## src/rtl/rca16_sum_accumulator.sv

```systemverilog
// Block-sum accumulator behind the 16-bit ripple-carry adder: sums COUNT samples, then holds the total.
// Define RCA16_SUM_ACCUMULATOR_SATURATE_EN to clamp on overflow instead of wrapping.
module rca16_sum_accumulator #(
    parameter int IN_W  = 17,
    parameter int ACC_W = 24,
    parameter int COUNT = 16
) (
    input  logic             clk,
    input  logic             rst,
    input  logic [IN_W-1:0]  in_sum,
    input  logic             in_valid,
    output logic             in_ready,
    output logic [ACC_W-1:0] out_acc,
    output logic             out_valid,
    input  logic             out_ready,
    output logic             out_ovf,
    output logic             busy
);

    localparam int CNT_W = (COUNT > 1) ? $clog2(COUNT) : 1;

    typedef enum logic {
        ST_ACC,
        ST_HOLD
    } state_t;

    state_t           state_q, state_d;
    logic [ACC_W-1:0] acc_q, acc_d;
    logic [ACC_W-1:0] out_acc_q, out_acc_d;
    logic [CNT_W-1:0] cnt_q, cnt_d;
    logic             ovf_q, ovf_d;
    logic             busy_q, busy_d;

    logic [ACC_W:0]   sum_wide;
    logic [ACC_W-1:0] sum_next;
    logic             carry;
    logic             xfer_in;
    logic             xfer_out;
    logic             last;

    assign in_ready  = (state_q == ST_ACC);
    assign out_valid = (state_q == ST_HOLD);
    assign out_acc   = out_acc_q;
    assign out_ovf   = ovf_q;
    assign busy      = busy_q;

    assign xfer_in  = in_valid & in_ready;
    assign xfer_out = out_valid & out_ready;
    assign last     = (cnt_q == CNT_W'(COUNT - 1));

    always_comb begin
        sum_wide = {1'b0, acc_q} + {{(ACC_W + 1 - IN_W){1'b0}}, in_sum};
        carry    = sum_wide[ACC_W];
`ifdef RCA16_SUM_ACCUMULATOR_SATURATE_EN
        // once clamped, the block stays at all-ones until handed off
        sum_next = (carry || ovf_q) ? '1 : sum_wide[ACC_W-1:0];
`else
        sum_next = sum_wide[ACC_W-1:0];
`endif
    end

    always_comb begin
        state_d   = state_q;
        acc_d     = acc_q;
        out_acc_d = out_acc_q;
        cnt_d     = cnt_q;
        ovf_d     = ovf_q;
        busy_d    = busy_q;
        unique case (state_q)
            ST_ACC: begin
                if (xfer_in) begin
                    acc_d  = sum_next;
                    ovf_d  = ovf_q | carry;
                    busy_d = 1'b1;
                    if (last) begin
                        cnt_d     = '0;
                        out_acc_d = sum_next;
                        state_d   = ST_HOLD;
                    end else begin
                        cnt_d = cnt_q + 1'b1;
                    end
                end
            end
            ST_HOLD: begin
                if (xfer_out) begin
                    acc_d   = '0;
                    ovf_d   = 1'b0;
                    busy_d  = 1'b0;
                    state_d = ST_ACC;
                end
            end
        endcase
    end

    always_ff @(posedge clk or posedge rst) begin
        if (rst) begin
            state_q   <= ST_ACC;
            acc_q     <= '0;
            out_acc_q <= '0;
            cnt_q     <= '0;
            ovf_q     <= 1'b0;
            busy_q    <= 1'b0;
        end else begin
            state_q   <= state_d;
            acc_q     <= acc_d;
            out_acc_q <= out_acc_d;
            cnt_q     <= cnt_d;
            ovf_q     <= ovf_d;
            busy_q    <= busy_d;
        end
    end

endmodule

```

## config.mk

```make
export PLATFORM = sky130hd
export DESIGN_NAME = rca16_sum_accumulator
export DESIGN_NICKNAME = d
export VERILOG_FILES = /design/src/rtl/rca16_sum_accumulator.sv
export SDC_FILE = /design/constraint.sdc
export NUM_CORES = 1
export LEC_CHECK = 0
export ABC_AREA = 1
export CAP_MARGIN = 40
export CORE_UTILIZATION = 40
export DETAILED_ROUTE_END_ITERATION = 10
export DONT_BUFFER_PORTS = 1
export PLACE_DENSITY_LB_ADDON = 0.2
export SYNTH_ARGS = -nofsm -noshare
export SYNTH_HDL_FRONTEND = slang
export SYNTH_SLANG_ARGS = --single-unit
```

## constraint.sdc

```tcl
create_clock -name clk -period 1.8 [get_ports clk]
set_input_delay 0.18 -clock clk [delete_from_list [all_inputs] [get_ports clk]]
set_output_delay 0.18 -clock clk [all_outputs]
set_load 0.01 [all_outputs]
```

## Word-level counts from Yosys, hierarchy flattened

Cells that the tools add are included.
Widths: inputs -> output; s select.

| storage, ports and cells | value |
|---|---|
| register bits after elaboration | 55 |
| output and inout port bits | 28 |
| word-level logic and storage cells | 31 |
| bits of input ports | 21 |

| cells by class | value |
|---|---|
| muxes and demuxes | 13 |
| equal/unequal tests | 3 |
| reduce and logical (&&, ||, !) cells | 3 |
| bitwise logic cells | 4 |
| add/sub/neg operators | 2 |

Operators with widths:

| kind | count |
|---|---|
| $mux 24 | 2 |
| $pmux 24 s2 | 1 |
| $add 24x17->25 | 1 |
| $mux 1 | 6 |
| $pmux 1 s2 | 3 |
| $add 4x1->4 const B | 1 |
| $eq 4x4->1 const B | 1 |
| $mux 4 | 1 |
| $ne 2x1->1 const B | 2 |
| $reduce_and 2->1 | 2 |
| $reduce_and 3->1 | 1 |
| $and 1x1->1 | 2 |
| $not 1->1 | 1 |
| $or 1x1->1 | 1 |

## Depth between registers and ports, before layout

Gate-level depths: netlist (run 1).

| logic depth | value |
|---|---|
| word-level depth | 4 |
| gate-level depth with buffers | 14 |

## Worst setup path before layout (run 1)

No wires, ideal clock.

| path | value |
|---|---|
| path type | register to register |
| start | register acc_q[0] |
| end | register out_acc_q[16] (netlist: out_acc[16]) |
| data required time | 1683 ps |
| buffers on the path | 0 |
| setup time | 117 ps |
| arrival | 1635 ps |
| stages on the path, launching flop included | 14 |
| path slack | 47 ps |
| cell sequence | dfrtp_1 > ha_1 > inv_1 > fa_1 > inv_1 > nand3_1 > nand3_1 > nand2_1 > nand2_1 > nand2_1 > nand2_1 > nand2_1 > nand3_1 > nand2_1 |

| between the ends | value |
|---|---|
| word-level cells in the longest chain between the ends | 1 |

RTL lines:

| what | RTL line | source |
|---|---|---|
| from (decl) | 28 | `logic [ACC_W-1:0] acc_q, acc_d;` |
| from (signal assigned) | 98 | `acc_q <= '0;` |
| from (signal assigned) | 105 | `acc_q <= acc_d;` |
| $add 24x17->25 | 52 | `sum_wide = {1'b0, acc_q} + {{(ACC_W + 1 - IN_W){1'b0}}, in_sum};` |
| to (signal assigned) | 106 | `out_acc_q <= out_acc_d;` |
| to (decl) | 29 | `logic [ACC_W-1:0] out_acc_q, out_acc_d;` |

Every way passes these cells.
A chain may end at the register's enable or synchronous reset.

## Worst setup path after layout (run 1)

| path | value |
|---|---|
| start | register acc_q[0] |
| end | register out_acc_q[22] (netlist: out_acc[22]) |

Same word-level chain as after synthesis.

==> results by group, run 1 <==
Status
  • Outcome: finished clean

Synthesis
  • Number of synthesized flops with an enable pin: 0
  • Commonest register cell after synthesis: dfrtp_1
  • Synth cell types: 26
  • Yosys warning total: 0
  • Syn Nets: 565
  • Syn avg cell area: 6.84 um^2
  • Post-Synthesis Cells: 525
  • Ys async rst share: 100%
  • Mapped cell area: 0.00359 mm^2
  • Seq/Total Area, Yosys: 38.3%
  • #FFs+latches synth: 55

Worst setup path
  • Crit-path max cell delay: 360 ps
  • Cell Chain, Critical Path: ha_2 > inv_2 > fa_2 > inv_2 > buf_4 > nand2_1 > nand3_2 > nand2_1 > nand3_1 > nand2_1 > nand3_1 > nand2_1
  • WP data required: 2010 ps
  • Worst-path maximum fanout: 3
  • Critical path type: flop to flop
  • CP arrival: 1980 ps
  • Critical path buffer and inverter count: 3
  • CP max-delay cell: dfrtp_1
  • Worst path top cell family by delay: simple AND/OR/NAND/NOR gates
  • Cell mode on critical path: nand2_1
  • Nature of the critical path endpoint: flop
  • Startpoint type of the worst setup path: flop

Finish
  • Antenna diodes: 0
  • # fillers: 828
  • Post-route cell area: 0.00435 mm^2
  • Final core occ: 49.9%
  • Fraction of layout cells with a size suffix above 1: 21.0%
  • Area Growth Syn to Fin: 21.2%
  • NumNets Final: 591

Clock tree
  • H-Tree Level Count: 2
  • Clock tree buffer depth: 2
  • Latest clock arrival within the worst-skew pair: 310 ps
  • Inserted Clock Buffers: 5
  • Clock transition at path regs: 100 ps
  • CTS tree: done
  • CTS Root Cell: clkbuf_8
  • Clock Sinks: 55

STA
  • Final number of setup-violating endpoints: 0
  • Peak Freq: 0.568 GHz
  • Worst Skew: 9.62 ps
  • Crit share post-route: 97.9%
  • Setup ws final: 37.9 ps
  • Setup TNS: 0 ps
  • Slew Limit Fails: 0
  • RSZ-0062 raised after global routing: yes
  • Worst slew pin tran: 630 ps
  • Final Hold Viols: 0
  • Slew headroom: 57.9%
  • Min Tclk post-route: 1760 ps

Routing
  • DRT antenna net count: 0
  • Final wirelength: 9590 um
  • WL per Instance: 14.5 um
  • DRT iter0 DRCs: 158
  • DRC Markers: 0
  • Via count: 3326
  • Vias/cell: 5.04
  • Drt pass-1 iters: 4

Floorplanning
  • Die Area: 0.00936 mm^2
  • Height of the die: 96.8 um
  • Core ar.: 0.00872 mm^2
  • Die W: 96.8 um
  • Site Rows: 34
  • Initial core utilization: 41.2%
  • Io pins: 49

Placed design
  • RD Place Congestion: 0.893
  • DPL Wire Length: 7130 um
  • Port Buffers: 0
  • Dpl cell area: 0.00382 mm^2
  • Place WS: -93.5 ps

Global route
  • Initial antenna violation count: 0
  • Largest net degree at the start of global routing: 32
  • First-pass GRT wire length: 16200 um
  • Total gr overflow: 0
  • Vias in the first global route: 3278
  • GRT Overall Usage: 21.3%

Power and ir drop
  • Power Total: 0.00711 W
  • Cell Pwr Density: 1630 mW/mm^2
  • P_leak: 2.23 nW
  • Worst IR Drop VDD: 0.620 mV

Worst hold path
  • Hold Path Class: input port to flop

Run
  • Max Cap Viol: 0
[worst min-delay path, stage by stage]
cell,delay (ps)
nand2_1,40
nand2_1,100
o22ai_1,70
[sequential cells by signal, summed over array words and instances, names as in the netlist]
signal	flops
acc_q	24
busy	1
cnt_q	4
out_acc	24
out_ovf	1
out_valid	1
[Yosys cell counts, drive strengths merged (3+ instances only)]
library cell	n	area, um^2
a21oi	11	58.8
buf	8	40.0
dfrtp	55	1380
ha	18	225
inv	66	248
nand2	225	860
nand3	53	265
nand3b	7	65.1
nand4	7	43.8
nor2	36	168
nor3	3	15.0
o21ai	22	110
or2	3	18.8
xnor2	6	52.6
[power breakdown]
part	leakage, nW	internal [W]	switching [W]
clock	0.0612	0.000451	0.000417
combinational	1.47	0.00166	0.00230
sequential	0.703	0.00173	0.000553
[final timing paths]
check | from | endpoint | slack, ps | cells past startpoint
setup / recovery | acc_q[0]$_DFFE_PP0P_ | out_acc[22]$_DFFE_PP0P_ | 40 | 12
hold / removal | out_ready | acc_q[1]$_DFFE_PP0P_ | 120 | 3
setup reg to reg | acc_q[0]$_DFFE_PP0P_ | out_acc[22]$_DFFE_PP0P_ | 40 | 12
hold reg to reg | cnt_q[3]$_DFFE_PP0P_ | cnt_q[3]$_DFFE_PP0P_ | 470 | 1
max in group asynchronous | rst | out_acc[14]$_DFFE_PP0P_ | 740 | 3
min in group asynchronous | rst | out_acc[21]$_DFFE_PP0P_ | 400 | 2
[logic make-up after synthesis]
family / after synthesis / share of synthesized area [%]
flip-flops: 55 / 38.3
adder cells (fa/ha/maj): 19 / 6.83
buffers and inverters: 75 / 8.12
AND/OR/NAND/NOR: 335 / 40.1
AO/OA/AOI/OAI: 34 / 4.88
XOR/XNOR: 7 / 1.71
[per-stage QoR]
step	std cells	hold slack, ps
global placement	642	180
floorplan	525	276
finish	660	118
CTS	652	111
global route	660	120
detailed placement	642	186
[routing by layer]
layer	global-route usage, %	vias up	part of all wire [%]
met5	0	-	0
met4	4.59	0	1.0
met3	3.40	8	3.9
met2	34.6	67	47
met1	29.9	1559	48
li1	-	1692	-
[cells in the final DEF, fill, tap and decap left out, types with 6 or more instances in the layout]
master      n
nor2_1     25
nor2_2      8
nand3_1    39
o21ai_1     9
inv_2      13
buf_4      26
nand4_1     7
nand3_2    14
nand3b_1    6
nand2_1   203
ha_4       15
inv_1      53
nand2_2    21
a21oi_1     8
o21ai_0    13
clkbuf_8    6
dfrtp_1    55
xnor2_1     6
[layout make-up]
class,count,area [um^2],area share (%)
Multi-Input combinational cell,395,2260,51.9
Clock buffer,6,82.6,1.90
Clock inverter,2,35.0,0.805
Timing Repair Buffer,28,215,4.94
Tap cell,108,135,3.10
Sequential cell,55,1380,31.6
Inverter,66,248,5.69
[repair_timing]
item | CTS | global route
endpoints found under the setup margin | 21 | 35
pin swaps | 2 | 11
gates resized for setup | 13 | 53
hold endpoints to repair | 30 | 0
hold buffers | 2 | 0
setup buffers | 0 | 8
Note: power is estimated with default switching activity, not from simulation.
==> inputs of run 2 (changes only) <==
- CAP_MARGIN: 40 -> not set
- TNS_END_PERCENT: not set -> 50
==> run 2 against run 1 <==
  * Setup slack hardly changed
  * Sequential power hardly changed
  * Utilization is 0.057 points lower
  * Global-route usage stayed put
  * Combinational power hardly changed
  * Count of clock-buffer cells in the layout stayed put
  * Critical path type unchanged
  * Highest routed layer unchanged
  * Register-to-register slack hardly changed
  * Die area stayed put
==> results by group, run 2 (synthesized netlist as in run 1, its figures left out) <==
Worst setup path
  • Startpoint type of the worst setup path: flop (unchanged)
  • Cell mode on critical path: nand2_1 (unchanged)
  • Worst-path maximum fanout: 3 (unchanged)
  • CP Depth: 12 (unchanged)
  • Critical path type: flop to flop (unchanged)
  • Worst path top cell family by delay: simple AND/OR/NAND/NOR gates (unchanged)
  • CP Capture Point: out_acc[22]$_DFFE_PP0P_ (unchanged)
  • R2r endpoint: out_acc[22]$_DFFE_PP0P_ (unchanged)
  • Worst r2r src: acc_q[0]$_DFFE_PP0P_ (unchanged)
  • WP data required: 2010 ps (about the same)
  • Critical path buffer and inverter count: 3 (unchanged)
  • R2R cell count: 12 (unchanged)
  • Cell Chain, Critical Path: ha_2 > inv_2 > fa_2 > inv_2 > buf_4 > nand2_1 > nand3_2 > nand2_1 > nand3_1 > nand2_1 > nand3_1 > nand2_1 (unchanged)
  • CP max-delay cell: dfrtp_1 (unchanged)
  • Nature of the critical path endpoint: flop (unchanged)
  • Crit-path max cell delay: 360 ps (about the same)
  • R2R setup slack: 40 ps (about the same)
  • CP arrival: 1980 ps (about the same)
  • Critical Path Start: acc_q[0]$_DFFE_PP0P_ (unchanged)

Clock tree
  • Clock tree buffer depth: 2 (unchanged)
  • Clock Sinks: 55 (unchanged)
  • Clock transition at path regs: 100 ps (about the same)
  • Latest clock arrival within the worst-skew pair: 310 ps (about the same)
  • CTS tree: done (unchanged)
  • H-Tree Level Count: 2 (unchanged)
  • CTS Root Cell: clkbuf_8 (unchanged)
  • Inserted Clock Buffers: 5 (unchanged)

STA
  • RSZ-0062 raised after global routing: yes (unchanged)
  • Setup ws final: 38.0 ps (was 37.9 ps)
  • Setup TNS: 0 ps (unchanged)
  • Min Tclk post-route: 1760 ps (about the same)
  • Worst Skew: 9.46 ps (was 9.62 ps)
  • Final Hold Viols: 0 (unchanged)
  • Slew headroom: 57.8% (was 57.9%)
  • Crit share post-route: 97.9% (about the same)
  • Final number of setup-violating endpoints: 0 (unchanged)
  • Worst slew pin tran: 632 ps (was 630 ps)
  • Hold slack: 118 ps (about the same)
  • Peak Freq: 0.568 GHz (about the same)
  • Slew Limit Fails: 0 (unchanged)

Finish
  • # fillers: 828 (unchanged)
  • Antenna diodes: 0 (unchanged)
  • Fraction of layout cells with a size suffix above 1: 20.8% (was 21.0%)
  • Area Growth Syn to Fin: 21.1% (was 21.2%)
  • Most frequent cells in the layout: 203 x nand2_1, 55 x dfrtp_1, 53 x inv_1, 40 x nand3_1, 26 x buf_4 (was 203 x nand2_1, 55 x dfrtp_1, 53 x inv_1, 39 x nand3_1, 26 x buf_4)
  • NumNets Final: 591 (unchanged)
  • Most common cell after layout, fill and taps aside: nand2_1 (unchanged)

Routing
  • DRC Markers: 0 (unchanged)
  • Drt pass-1 iters: 4 (unchanged)
  • DRT antenna net count: 0 (unchanged)
  • DRT iter0 DRCs: 167 (was 158)
  • Via count: 3320 (was 3326)
  • Final wirelength: 9610 um (was 9590 um)
  • Vias/cell: 5.03 (was 5.04)
  • WL per Instance: 14.6 um (was 14.5 um)

Global route
  • GRT Overall Usage: 21.3% (unchanged)
  • Largest net degree at the start of global routing: 32 (unchanged)
  • Total gr overflow: 0 (unchanged)
  • Vias in the first global route: 3278 (unchanged)
  • Initial antenna violation count: 0 (unchanged)
  • First-pass GRT wire length: 16200 um (unchanged)

Floorplanning
  • Io pins: 49 (unchanged)
  • Core ar.: 0.00872 mm^2 (unchanged)
  • Die Area: 0.00936 mm^2 (unchanged)
  • Die W: 96.8 um (unchanged)
  • Height of the die: 96.8 um (unchanged)
  • Site Rows: 34 (unchanged)
  • Initial core utilization: 41.2% (unchanged)

Worst hold path
  • Hold Path Class: input port to flop (unchanged)

Power and ir drop
  • P_leak: 2.23 nW (about the same)
  • Cell Pwr Density: 1630 mW/mm^2 (about the same)
  • Worst IR Drop VDD: 0.620 mV (about the same)

Placed design
  • DPL Wire Length: 7130 um (unchanged)
  • RD Place Congestion: 0.893 (unchanged)
  • Port Buffers: 0 (unchanged)
  • Place WS: -93.5 ps (unchanged)

Run
  • Max Cap Viol: 0 (unchanged)

Status
  • Outcome: finished clean (unchanged)
[run 2: cell count changes in the layout (fill, tap and decap cells not counted)]
cell     before  now
nand3_1      39   40
nand3_2      14   13
[run 2: worst min-delay path by stage]
stage,from,end,slack [ps],depth (start not counted)
after floorplan,out_ready,out_valid$_DFF_PP0_,280,1
after CTS,out_ready,acc_q[1]$_DFFE_PP0P_,110,3
after detailed placement,rst,cnt_q[2]$_DFFE_PP0P_,190,1
after global routing,out_ready,acc_q[1]$_DFFE_PP0P_,120,3
final,out_ready,acc_q[1]$_DFFE_PP0P_,120,3
after global placement,rst,cnt_q[3]$_DFFE_PP0P_,180,1
[run 2: cell type report]
| cell class | count | area [um^2] | area share [%] |
|---|---|---|---|
| repair buffers | 28 | 215 | 4.95 |
| multi-input cells | 395 | 2260 | 51.9 |
| well taps | 108 | 135 | 3.11 |
| clock inverters | 2 | 35.0 | 0.806 |
| inverters | 66 | 248 | 5.70 |
| flip-flops and latches | 55 | 1380 | 31.7 |
| clock buffers | 6 | 82.6 | 1.90 |
[run 2: worst reg2reg max path, stage by stage (launching register included)]
cell,delay (ps)
dfrtp_1,360
ha_2,190
inv_2,40
fa_2,320
inv_2,80
buf_4,110
nand2_1,70
nand3_2,120
nand2_1,100
nand3_1,90
nand2_1,70
nand3_1,70
nand2_1,60
[run 2: stage by stage]
step / instance area [um^2] / total power, W / cells / utilization (%)
2_1_floorplan: 3590 / 0.00459 / 525 / -
4_1_cts: 4040 / 0.00655 / 652 / 46.3
3_3_place_gp: 3820 / 0.00546 / 642 / 43.8
5_1_grt: 4350 / 0.00777 / 660 / 49.9
3_5_place_dp: 3820 / 0.00551 / 642 / 43.8
6_report: 4350 / 0.00711 / 660 / 49.9
[run 2: power breakdown]
part	internal (W)	switching, W	leakage, nW
clock network	0.000451	0.000418	0.0612
registers	0.00173	0.000553	0.703
logic	0.00166	0.00229	1.46
[run 2: repair_timing]
item,4_1_cts,5_1_grt
endpoints found under the setup margin,21,35
pin swaps,2,10
setup buffers,0,8
resized for setup,13,52
gates cloned,0,0
endpoints found under the hold margin,30,0
hold buffers,2,0
[run 2: routing by layer]
metal | up-vias | share of wire [%] | GRT usage [%]
met4 | 0 | 1.0 | 4.59
met3 | 8 | 3.9 | 3.40
met2 | 66 | 46 | 34.6
li1 | 1692 | - | -
met1 | 1554 | 49 | 29.9
met5 | - | 0 | 0
==> inputs of run 3 (changes only) <==
- CORE_MARGIN: not set -> 2
- CTS_CLUSTER_SIZE: not set -> 30
==> run 3 against run 2 <==
  * Setup slack got worse by 30 ps
  * Utilization increased by 0.86 points
  * Count of clock-buffer cells in the layout unchanged
  * Power increased by 0.44%
  * Wire length decreased by 2.2%
  * Clock power decreased by 13%
==> results by group, run 3 (synthesized netlist as in run 1, its figures left out) <==
Routing
  • DRC Markers: 0 (unchanged)
  • Final wirelength: 9400 um (was 9610 um)
  • Vias/cell: 4.96 (was 5.03)
  • DRT iter0 DRCs: 158 (was 167)
  • Drt pass-1 iters: 4 (unchanged)
  • WL per Instance: 14.2 um (was 14.6 um)
  • DRT antenna net count: 0 (unchanged)
  • Via count: 3271 (was 3320)

Worst setup path
  • CP arrival: 2010 ps (was 1980 ps)
  • WP data required: 2020 ps (was 2010 ps)
  • Worst r2r src: acc_q[0]$_DFFE_PP0P_ (unchanged)
  • R2R setup slack: 8 ps (was 40 ps)
  • Critical path type: flop to flop (unchanged)
  • Startpoint type of the worst setup path: flop (unchanged)
  • Nature of the critical path endpoint: flop (unchanged)
  • Critical Path Start: acc_q[0]$_DFFE_PP0P_ (unchanged)
  • Worst-path maximum fanout: 5 (was 3)

Placed design
  • DP Cell Count: 643 (was 642)
  • DPL Wire Length: 6920 um (was 7130 um)
  • Dpl cell area: 0.00385 mm^2 (was 0.00382 mm^2)
  • RD Place Congestion: 0.893 (about the same)
  • Port Buffers: 0 (unchanged)

STA
  • Worst slew pin tran: 290 ps (was 632 ps)
  • Final number of setup-violating endpoints: 0 (unchanged)
  • Setup TNS: 0 ps (unchanged)
  • Worst Skew: 12.7 ps (was 9.46 ps)
  • Slew Limit Fails: 0 (unchanged)
  • Final Hold Viols: 0 (unchanged)
  • Slew headroom: 80.4% (was 57.8%)
  • Crit share post-route: 99.6% (was 97.9%)
  • Peak Freq: 0.558 GHz (was 0.568 GHz)
  • RSZ-0062 raised after global routing: yes (unchanged)
  • Min Tclk post-route: 1790 ps (was 1760 ps)

Global route
  • Largest net degree at the start of global routing: 56 (was 32)
  • GRT Overall Usage: 19.8% (was 21.3%)
  • Vias in the first global route: 3256 (was 3278)
  • Total gr overflow: 0 (unchanged)
  • Initial antenna violation count: 0 (unchanged)
  • First-pass GRT wire length: 15700 um (was 16200 um)

Power and ir drop
  • P_leak: 2.25 nW (was 2.23 nW)
  • Cell Pwr Density: 1610 mW/mm^2 (was 1630 mW/mm^2)
  • Power Total: 0.00714 W (was 0.00711 W)
  • Worst IR Drop VDD: 0.571 mV (was 0.620 mV)

Clock tree
  • Clock tree buffer depth: 2 (unchanged)
  • Clock Sinks: 55 (unchanged)
  • Latest clock arrival within the worst-skew pair: 320 ps (was 310 ps)
  • H-Tree Level Count: 2 (unchanged)
  • Clock transition at path regs: 110 ps (was 100 ps)
  • CTS Root Cell: clkbuf_8 (unchanged)
  • Inserted Clock Buffers: 5 (unchanged)
  • CTS tree: done (unchanged)

Run
  • Max Cap Viol: 0 (unchanged)

Floorplanning
  • Height of the die: 98.8 um (was 96.8 um)
  • Core ar.: 0.00872 mm^2 (unchanged)
  • Die Area: 0.00975 mm^2 (was 0.00936 mm^2)
  • Site Rows: 34 (unchanged)
  • Die W: 98.8 um (was 96.8 um)
  • Io pins: 49 (unchanged)
  • Initial core utilization: 41.2% (unchanged)

Worst hold path
  • Hold Path Class: input port to flop (unchanged)
  • Hold Startpoint: out_ready (unchanged)

Finish
  • Area Growth Syn to Fin: 23.2% (was 21.1%)
  • Post-route cell area: 0.00442 mm^2 (was 0.00435 mm^2)
  • Final core occ: 50.7% (was 49.9%)
  • Most common cell after layout, fill and taps aside: nand2_1 (unchanged)
  • Fraction of layout cells with a size suffix above 1: 23.6% (was 20.8%)
  • Most frequent cells in the layout: 195 x nand2_1, 55 x dfrtp_1, 53 x inv_1, 40 x nand3_1, 28 x nand2_2 (was 203 x nand2_1, 55 x dfrtp_1, 53 x inv_1, 40 x nand3_1, 26 x buf_4)
  • NumNets Final: 591 (unchanged)
  • Antenna diodes: 0 (unchanged)
  • Layout Cells excl Fill: 660 (unchanged)

Status
  • Outcome: finished clean (unchanged)
[run 3: final timing paths]
check | to | depth (start not counted)
min in group asynchronous | out_acc[2]$_DFFE_PP0P_ | 3
max in group asynchronous | out_acc[13]$_DFFE_PP0P_ | 3
min reg2reg | cnt_q[3]$_DFFE_PP0P_ | 1
max reg2reg | acc_q[16]$_DFFE_PP0P_ | 13
max | acc_q[16]$_DFFE_PP0P_ | 13
min | acc_q[1]$_DFFE_PP0P_ | 3
[run 3: what timing repair did]
action                     in CTS  in global routing
hold buffers                    2                  0
setup endpoints to repair      22                 42
resized for setup              17                 69
pin swaps                       3                 10
hold endpoints to repair       56                  0
setup buffers                   0                  7
[run 3: critical path, stage by stage, from the launching register on]
cell     delay, ps
dfrtp_1        360
ha_2           180
inv_2           40
fa_2           390
inv_4           80
nand3_2         60
nand3_2         70
nand2_2         60
nand2_4        100
nand2_4         60
nand2_2         80
nand2_2         60
nand3_1         70
nand2_1         60
[run 3: area by class of cell]
cell class	count	area, um^2
inverter	66	250
clock inverter	2	16.3
timing repair buffer	28	240
multi-input combinational	395	2320
sequential	55	1380
tap	108	135
fill	877	4300
clock buffer	6	82.6
[run 3: power by group]
part | internal [W] | switching [W]
combinational | 0.00176 | 0.00234
clock | 0.000316 | 0.000442
sequential | 0.00173 | 0.000550
[run 3: per-stage QoR]
step	hold slack (ps)	worst slack, ps
final	105	7.73
after global routing	121	-106
after CTS	96.8	-1.18
after detailed placement	146	-167
after global placement	144	-137
after floorplan	276	47.2
[run 3: per-layer routing]
layer	GRT usage (%)	part of all wire, %	vias up	wire length [um]
met1	28.3	49	1502	4600
met3	3.12	3.9	10	370
met5	0	0	-	0
li1	-	-	1697	-
met4	3.90	0.83	0	78
met2	32.0	46	62	4350
